[src/rtl/mem_stage_lsu_pkg.sv]
// Shared RV32I types for the MEM-stage load/store unit: word/mask types,
// funct3 encodings and the LSU handshake state.
package mem_stage_lsu_pkg;

  typedef logic [31:0] rv32i_word;
  typedef logic [3:0]  rv32i_mem_wmask;

  typedef enum logic [1:0] {
    IDLE   = 2'd0,
    ACCESS = 2'd1,
    RESP   = 2'd2
  } lsu_state_t;

  typedef enum logic [2:0] {
    LB  = 3'b000,
    LH  = 3'b001,
    LW  = 3'b010,
    LBU = 3'b100,
    LHU = 3'b101
  } load_funct3_t;

  typedef enum logic [2:0] {
    SB = 3'b000,
    SH = 3'b001,
    SW = 3'b010
  } store_funct3_t;

endpackage

[src/rtl/mem_stage_lsu_align.sv]
// Lane logic for the LSU: byte enables and lane-replicated store data,
// load extraction with sign/zero extension, misalignment and illegal-funct3 flags.
module mem_stage_lsu_align
  import mem_stage_lsu_pkg::*;
(
  input  logic [2:0]  i_funct3,
  input  logic [1:0]  i_offset,
  input  logic        i_store,
  input  logic [31:0] i_wdata,
  input  logic [31:0] i_rdata,
  output logic [3:0]  o_mbe,
  output logic [31:0] o_wdata,
  output logic [31:0] o_ldata,
  output logic        o_misaligned,
  output logic        o_illegal
);

  logic [31:0] w_shifted;

  // Decode funct3 into lane enables, store replication and load extension
  always_comb begin
    w_shifted    = i_rdata >> {i_offset, 3'b000};
    o_mbe        = 4'b1111;
    o_wdata      = 32'h0000_0000;
    o_ldata      = 32'h0000_0000;
    o_misaligned = 1'b0;
    o_illegal    = 1'b0;
    if (i_store) begin
      case (i_funct3)
        SB: begin
          o_mbe   = 4'b0001 << i_offset;
          o_wdata = {4{i_wdata[7:0]}};
        end
        SH: begin
          o_mbe        = 4'b0011 << i_offset;
          o_wdata      = {2{i_wdata[15:0]}};
          o_misaligned = i_offset[0];
        end
        SW: begin
          o_wdata      = i_wdata;
          o_misaligned = |i_offset;
        end
        default: o_illegal = 1'b1;
      endcase
    end else begin
      case (i_funct3)
        LB:  o_ldata = {{24{w_shifted[7]}}, w_shifted[7:0]};
        LBU: o_ldata = {24'h00_0000, w_shifted[7:0]};
        LH: begin
          o_ldata      = {{16{w_shifted[15]}}, w_shifted[15:0]};
          o_misaligned = i_offset[0];
        end
        LHU: begin
          o_ldata      = {16'h0000, w_shifted[15:0]};
          o_misaligned = i_offset[0];
        end
        LW: begin
          o_ldata      = i_rdata;
          o_misaligned = |i_offset;
        end
        default: o_illegal = 1'b1;
      endcase
    end
  end

endmodule

[src/rtl/mem_stage_lsu.sv]
// MEM-stage load/store unit: accepts one pipeline request, runs a word-aligned
// handshake on the data-memory port, and returns an aligned/extended response.
module mem_stage_lsu
  import mem_stage_lsu_pkg::*;
#(
  parameter int TIMEOUT = 255,
  parameter int CNT_W   = 8
) (
  input  logic        clk,
  input  logic        rst,
  input  logic        req_valid,
  output logic        req_ready,
  input  logic        req_read,
  input  logic        req_write,
  input  logic [2:0]  req_funct3,
  input  logic [31:0] req_addr,
  input  logic [31:0] req_wdata,
  output logic        data_mem_read,
  output logic        data_mem_write,
  output logic [3:0]  data_mbe,
  output logic [31:0] data_mem_address,
  output logic [31:0] data_mem_wdata,
  input  logic        data_mem_resp,
  input  logic [31:0] data_mem_rdata,
  output logic        rsp_valid,
  output logic [31:0] rsp_rdata,
  output logic        rsp_err,
  output logic        stall
);

  localparam logic [CNT_W-1:0] LP_TIMEOUT = CNT_W'(TIMEOUT);

  lsu_state_t   r_state, w_state_next;
  logic [CNT_W-1:0] r_cnt;
  logic [CNT_W-1:0] w_cnt_next;
  logic [31:0]  r_addr, r_wdata, r_rsp_rdata;
  logic [2:0]   r_funct3;
  logic [3:0]   r_mbe;
  logic         r_read, r_write, r_rsp_err;
  logic         w_idle, w_bad_req, w_timeout;
  logic [2:0]   w_funct3;
  logic [1:0]   w_offset;
  logic         w_store;
  logic [3:0]   w_mbe;
  logic [31:0]  w_wdata, w_ldata;
  logic         w_misaligned, w_illegal;

  // In IDLE the lane logic decodes the incoming request; afterwards it
  // decodes the captured one so load extraction uses the held offset.
  assign w_idle   = (r_state == IDLE);
  assign w_funct3 = w_idle ? req_funct3    : r_funct3;
  assign w_offset = w_idle ? req_addr[1:0] : r_addr[1:0];
  assign w_store  = w_idle ? req_write     : r_write;

  mem_stage_lsu_align u_align (
    .i_funct3     (w_funct3),
    .i_offset     (w_offset),
    .i_store      (w_store),
    .i_wdata      (req_wdata),
    .i_rdata      (data_mem_rdata),
    .o_mbe        (w_mbe),
    .o_wdata      (w_wdata),
    .o_ldata      (w_ldata),
    .o_misaligned (w_misaligned),
    .o_illegal    (w_illegal)
  );

  assign w_bad_req  = w_misaligned | w_illegal | (req_read == req_write);
  assign w_cnt_next = r_cnt + {{(CNT_W-1){1'b0}}, 1'b1};
  assign w_timeout  = (TIMEOUT != 0) && (w_cnt_next == LP_TIMEOUT);

  // Next-state logic
  always_comb begin
    w_state_next = r_state;
    case (r_state)
      IDLE: begin
        if (req_valid) w_state_next = w_bad_req ? RESP : ACCESS;
        else           w_state_next = IDLE;
      end
      ACCESS: begin
        if (data_mem_resp || w_timeout) w_state_next = RESP;
        else                            w_state_next = ACCESS;
      end
      RESP:    w_state_next = IDLE;
      default: w_state_next = IDLE;
    endcase
  end

  // State register
  always_ff @(posedge clk or negedge rst) begin
    if (!rst) r_state <= IDLE;
    else      r_state <= w_state_next;
  end

  // Request capture, timeout counter and response registers
  always_ff @(posedge clk or negedge rst) begin
    if (!rst) begin
      r_cnt       <= '0;
      r_addr      <= 32'h0000_0000;
      r_wdata     <= 32'h0000_0000;
      r_funct3    <= 3'b000;
      r_mbe       <= 4'b0000;
      r_read      <= 1'b0;
      r_write     <= 1'b0;
      r_rsp_rdata <= 32'h0000_0000;
      r_rsp_err   <= 1'b0;
    end else begin
      case (r_state)
        IDLE: begin
          if (req_valid) begin
            r_cnt    <= '0;
            r_addr   <= req_addr;
            r_wdata  <= w_wdata;
            r_funct3 <= req_funct3;
            r_mbe    <= w_mbe;
            r_read   <= req_read;
            r_write  <= req_write;
            if (w_bad_req) begin
              r_rsp_rdata <= 32'h0000_0000;
              r_rsp_err   <= 1'b1;
            end
          end
        end
        ACCESS: begin
          if (data_mem_resp) begin
            r_rsp_rdata <= r_write ? 32'h0000_0000 : w_ldata;
            r_rsp_err   <= 1'b0;
          end else if (w_timeout) begin
            r_rsp_rdata <= 32'h0000_0000;
            r_rsp_err   <= 1'b1;
          end else begin
            r_cnt <= w_cnt_next;
          end
        end
        default: ;
      endcase
    end
  end

  assign req_ready        = w_idle;
  assign stall            = ~w_idle;
  assign rsp_valid        = (r_state == RESP);
  assign data_mem_read    = (r_state == ACCESS) & r_read;
  assign data_mem_write   = (r_state == ACCESS) & r_write;
  assign data_mbe         = r_mbe;
  assign data_mem_address = {r_addr[31:2], 2'b00};
  assign data_mem_wdata   = r_wdata;
  assign rsp_rdata        = r_rsp_rdata;
  assign rsp_err          = r_rsp_err;

endmodule

[config.mk]
export PLATFORM = sky130hd
export DESIGN_NAME = mem_stage_lsu
export DESIGN_NICKNAME = d
export VERILOG_FILES = /design/src/rtl/mem_stage_lsu_pkg.sv /design/src/rtl/mem_stage_lsu_align.sv /design/src/rtl/mem_stage_lsu.sv
export SDC_FILE = /design/constraint.sdc
export NUM_CORES = 1
export LEC_CHECK = 0
export CORE_MARGIN = 5
export CORE_UTILIZATION = 35
export CTS_CLUSTER_DIAMETER = 30
export DETAILED_ROUTE_END_ITERATION = 10
export HOLD_SLACK_MARGIN = 0.03
export PLACE_DENSITY = 0.65
export REMOVE_ABC_BUFFERS = 1
export SYNTH_ARGS = -nofsm -noshare
export SYNTH_HDL_FRONTEND = slang
export SYNTH_SLANG_ARGS = --single-unit
[constraint.sdc]
create_clock -name clk -period 4 [get_ports clk]
set_input_delay 0.8 -clock clk [delete_from_list [all_inputs] [get_ports clk]]
set_output_delay 0.8 -clock clk [all_outputs]
set_load 0.01 [all_outputs]
Yosys cells after proc, flatten, opt, wreduce, memory -nomap -nowiden
Index checks and enable logic that the tools add are counted.
- $mul: 0
- magnitude comparators: 0
- bitwise gates (word level): 5
- reduce and logical (&&, ||, !) cells: 11
- div/mod/pow operators: 0
- multiplexer cells: 34
- equality and inequality tests: 13
- shift-type cells: 3
- add/subtract/negate cells: 1
- operators by type and width (cell ; count):
    $mux W32 ; 7
    $pmux W32 S5 ; 1
    $pmux W32 S3 ; 1
    $pmux W32 S2 ; 1
    $shr A32 B5 Y16 ; 1
    $mux W8 ; 3
    $pmux W8 S2 ; 1
    $mux W1 ; 9
    $add A8 B1 Y8 const B ; 1
    $eq A8 B8 Y1 const B ; 1
    $mux W2 ; 4
    $pmux W4 S2 ; 1
    $reduce_and A4 Y1 ; 2
    $eq A3 B3 Y1 const B ; 2
    $ne A2 B2 Y1 const B ; 3
    $pmux W1 S2 ; 3
    $reduce_or A5 Y1 ; 1
    $mux W4 ; 1
    $pmux W2 S2 ; 1
    $reduce_or A2 Y1 ; 2
    $shl A1 B2 Y4 const A ; 1
    $shl A2 B2 Y4 const A ; 1
    $eq A3 B1 Y1 const B ; 1
    $eq A3 B2 Y1 const B ; 1
    15 further kinds ; 17
- register bits: 116
- ROM bits: 0
- word-level logic and storage cells: 77
- memory bits (writable): 0
- memories kept: 0
- bits in latches: 0
- bits of input ports: 105
- output and inout bits: 106

Depth between registers and ports, before layout
- depth in word-level cells: 11
- mapped depth: 9
- mapped depth without buffers: 8

Hierarchy
From an unflattened synthesis, not the netlist that was laid out.
- cells, all modules: 740
- area total of the unflattened synthesis: 6289.8 µm²
- modules (own cells, without submodules) (module ; area each (µm²) ; instances ; cells each ; sequential area each (µm²)):
    mem_stage_lsu ; 4926.0 ; 1 ; 505 ; 2902.8
    mem_stage_lsu_align ; 1363.8 ; 1 ; 235 ; 0.0

Least setup slack after synthesis
No wires, ideal clock.
- kind: input to register
- start point: in req_addr[1]
- end point: reg r_rsp_rdata[17] (netlist: rsp_rdata[17])
- data arrival time: 2.382 ns
- stages on the path: 7
- required time: 3.874 ns
- path buffers: 1
- setup slack: 1.492 ns
- setup time: 0.126 ns
- path through: nor3b_1 -> or2_4 -> mux2_4 -> o211ai_4 -> o22ai_4 -> buf_6 -> a221o_1
- cells in the longest elaborated chain, start to end: 8
- elaborated cells on any way between the ends: 15
- those cells by class: eq/ne: 1; shift: 1; mux: 9; bitwise: 2; reduce/logical: 2
- ends and longest elaborated chain (what ; line ; source):
    start, declared ; mem_stage_lsu.sv:16 ; input logic [31:0] req_addr,
    $mux W2 (*) ; mem_stage_lsu.sv:52 ; assign w_offset = w_idle ? req_addr[1:0] : r_addr[1:0];
    parallel branches: the longest is 7 deep, another holds $shr A32 B5 Y16 ; - ;
    end signal, assigned ; mem_stage_lsu.sv:126 ; r_rsp_rdata <= r_write ? 32'h0000_0000 : w_ldata;
    end, declared ; mem_stage_lsu.sv:36 ; logic [31:0] r_addr, r_wdata, r_rsp_rdata;
Every way passes the cells marked *.
A chain may end at the register's enable or synchronous reset.

Worst setup path after layout
- start point: reg r_state[0]
- end point: reg r_wdata[17] (netlist: data_mem_wdata[17])
- cells in the longest elaborated chain, start to end: 5
- elaborated cells on any way between the ends: 9
- those cells by class: eq/ne: 2; mux: 4; reduce/logical: 3
- ends and longest elaborated chain (what ; line ; source):
    start, declared ; mem_stage_lsu.sv:33 ; lsu_state_t r_state, w_state_next;
    start signal, assigned ; mem_stage_lsu.sv:92 ; else r_state <= w_state_next;
    $logic_not A2 Y1 (*) ; mem_stage_lsu.sv:50, mem_stage_lsu.sv:108 ;
    $mux W3 ; mem_stage_lsu.sv:51 ; assign w_funct3 = w_idle ? req_funct3 : r_funct3;
    $eq A3 B2 Y1, or another cell as far along ; mem_stage_lsu_align.sv:29 ; case (i_funct3)
    $pmux W32 S3 ; mem_stage_lsu_align.sv:29 ;
    $mux W32 ; mem_stage_lsu_align.sv:28 ; if (i_store) begin
    end signal, assigned ; mem_stage_lsu.sv:113 ; r_wdata <= w_wdata;
    end, declared ; mem_stage_lsu.sv:36 ;
Mark *: on every way between the ends. The rest lies on a longest branch, timed or not.

==> impl_metrics.csv <==
group,metric,value,unit
critical_path,r2r-end,"data_mem_wdata[17]$_DFFE_PN0P_",
grt,grt_overflow,0,
min_path,hold_path.class,"flip-flop to flip-flop",
critical_path,critPathSlowestCell,"a31oi_1",
route,ant_nets,0,
synth,synth_seq_cells,116,
grt,antenna_found_initial,0,
clock_network,clock_latency,420,ps
placement,dpl.hpwl,14020,um
floorplanning,core_area,16470,sq um
sta,finClkSkew,10.29,ps
route,drt_iter0_markers,413,
sta,setup_tns,0,ps
clock_network,post-cts-setup-buffers,0,
cells_and_area,antenna_cells,0,
min_path,min_path_cells,2,
route,drc,0,
critical_path,crit_fanout,13,
clock_network,cts_tree,"built",
cells_and_area,final_core_util,51.44,%
clock_network,cts_inserted_buffers,17,
sta,slew_violations,0,
clock_network,cts_buffer_depth,2,
critical_path,critPathLaunchType,"flip-flop",
power_and_ir_drop,power_density,702.3,nW/um^2
synth,synth_top_cell_by_area,"dfrtp_1",
placement,place_area,7864,sq um
cells_and_area,area.sequential,2903,sq um
clock_network,htreeDepth,4,
floorplanning,initial_utilization,35.43,%
floorplanning,rows,47,
floorplanning,die-area,19350,sq um
grt,grt_pass1_vias,5664,
critical_path,r2r-start,"r_state[0]$_DFF_PN0_",
cells_and_area,design_area,8469,sq um
sta,rsz0062_at_grt,"no",
route,vias,5408,
placement,numPortBuffers,208,
synth,synth_cell_types,70,
route,dr.pass1.iters,5,
synth,synthTopCellsByCount,"nand2_1, dfrtp_1, buf_4",
power_and_ir_drop,leakagePower,3.694,nW
sta,relSlewSlack,19.25,%
clock_network,clock-sinks,116,
cells_and_area,final_cells,1017,
synth,yosys.area.top_type_share,49.75,%
min_path,hold_path.startpoint,"r_read$_DFFE_PN0P_",
clock_network,clock_tree.root_cell,"clkbuf_16",
grt,grt_first_pass_wirelength,30840,um
cells_and_area,fill_cells,1479,
floorplanning,die_h,139.1,um
sta,finalSetupViolations,0,
grt,grt_max_degree,74,
placement,dp.cells,985,
synth,syn-mean-instance-area,9.518,sq um
floorplanning,die_width,139.1,um
critical_path,cp_slowest_stage_delay,980,ps
sta,tightestPinTransition,1206,ps
clock_network,postCtsHoldBufs,0,
synth,synth_cells,613,
synth,yosysMostFrequentCell,"nand2_1",
run_status,status,"finished, final reports clean",
cells_and_area,fin_nets,891,
clock_network,cts_resized,0,
floorplanning,io_pins,211,
sta,hold_viol,0,
critical_path,crit_required,4280,ps
critical_path,worst-r2r-cell-count,6,
sta,fin_crit_sh,85.07,%
grt,grtUsageTotal,19.82,%
synth,ys_seq_area_share,49.75,%
sta,max_freq,0.2939,GHz
sta,period_minus_slack,3403,ps
synth,syn_area,5834,sq um
min_path,min_to,"r_read$_DFFE_PN0P_",
cells_and_area,syn2layout_area_growth,45.16,%
synth,synthArstFlopShare,100.0,%
power_and_ir_drop,total_power,5.948,mW
route,drt_wl_total,19310,um
synth,synth.area.top_cells,"dfrtp_1, nand2_1, buf_4, a221o_1, a22oi_1",
critical_path,crit_chain,"or2_1 > a31oi_1 > o22ai_1 > and2b_1 > a222oi_1 > inv_1",
cells_and_area,multi_input_area,2509,sq um
synth,yosysWarnings,0,
route,via_per_inst,5.318,
critical_path,criticalPathCategory,"flip-flop to flip-flop",
route,wire_per_inst,18.99,um
power_and_ir_drop,vdd_drop_max,0.3269,mV
critical_path,crit_path_end_kind,"flip-flop",
cells_and_area,drive_gt1_share,7.654,%
clock_network,path_clk_slew,60,ps
critical_path,rrSetupSlack,600,ps
placement,gp_congestion,0.8663,
run,cap_viol_max_count,0,
critical_path,critPathArrivalTime,3690,ps
synth,synth_edf_count,0,
synth,synth_flop_cell,"dfrtp_1",
-- flip-flops by register name, summed over array words and instances, names as in the netlist --
signal and cells:
data_mbe 4, data_mem_wdata 32, r_addr 32, r_cnt 8, r_funct3 3, r_read 1, r_state 2, r_write 1
rsp_err 1, rsp_rdata 32
-- how the worst max path moves through the flow --
stage | start | to | cells after the start
5_1_grt | r_state[0]$_DFF_PN0_ | data_mem_wdata[19]$_DFFE_PN0P_ | 6
6_report | r_state[0]$_DFF_PN0_ | data_mem_wdata[17]$_DFFE_PN0P_ | 6
3_3_place_gp | req_funct3[0] | data_mem_wdata[21]$_DFFE_PN0P_ | 7
3_5_place_dp | req_funct3[0] | data_mem_wdata[17]$_DFFE_PN0P_ | 7
4_1_cts | r_state[0]$_DFF_PN0_ | data_mem_wdata[17]$_DFFE_PN0P_ | 6
2_1_floorplan | r_state[0]$_DFF_PN0_ | rsp_rdata[0]$_DFFE_PN0P_ | 6
-- report_power, final --
group	leakage (nW)	internal, mW	switching, mW
combinational	1.89	1.20	1.38
clock	0.280	0.985	0.577
sequential	1.52	1.54	0.272
-- cell type report --
class,instances,share of cell area (%)
Sequential cell,116,34.27
Multi-Input combinational cell,423,29.62
Timing Repair Buffer,216,25.26
Clock buffer,18,5.067
Tap cell,220,3.250
Clock inverter,14,2.083
Inverter,10,0.4432
-- placed cells by master, fill, tap and decap left out, drive strengths merged, types with 2 or more instances in the layout --
cell type,synthesis,layout
clkdlybuf4s50,0,207
nand2,166,166
dfrtp,116,116
a21oi,31,31
o21ai,31,31
nor2,27,27
a221o,23,23
a22oi,23,23
clkbuf,20,18
a22o,15,15
inv,10,14
o211ai,13,13
mux2i,12,12
buf,45,9
a2bb2oi,7,7
nor3,6,6
clkinvlp,0,5
and2,4,4
a21o,4,4
nand3,4,4
a311o,4,4
mux2,4,4
o22ai,4,4
nor2b,3,3
nand3b,3,3
a222oi,3,3
bufinv,0,3
nor4,3,3
or2,3,3
a311oi,2,2
nand2b,2,2
ha,2,2
conb,1,2
clkinv,0,2
-- per-layer routing --
layer,GRT usage (%),part of all wire (%),up-vias
li1,-,-,2494
met1,25.40,43,2605
met2,32.09,47,275
met3,6.034,8.1,34
met4,6.643,2.1,0
met5,0,0,-
-- critical path, delay by kind of cell, from the launching register on --
| kind | cells | cell delay [ps] |
|---|---|---|
| AOI/OAI and AO/OA | 3 | 1770 |
| and+or+nand+nor | 2 | 880 |
| DFF | 1 | 520 |
| buffers and inverters | 1 | 100 |
-- per-stage QoR --
step	hold WS [ps]	setup WS [ps]
after floorplan	437.4	672.0
after global placement	454.1	382.6
after detailed placement	458.2	248.3
after CTS	472.6	585.8
after global routing	502.6	270.6
final	467.2	597.4
-- logic make-up after synthesis --
family,after synthesis,synth area share [%]
other cells,1,0.06427
simple gates,232,17.18
compound gates,169,21.75
xor+xnor,2,0.3003
fa+ha+maj,2,0.4288
buf+inv,75,7.420
mux,16,3.110
flops,116,49.75
Note: power is estimated with default switching activity, not from simulation.
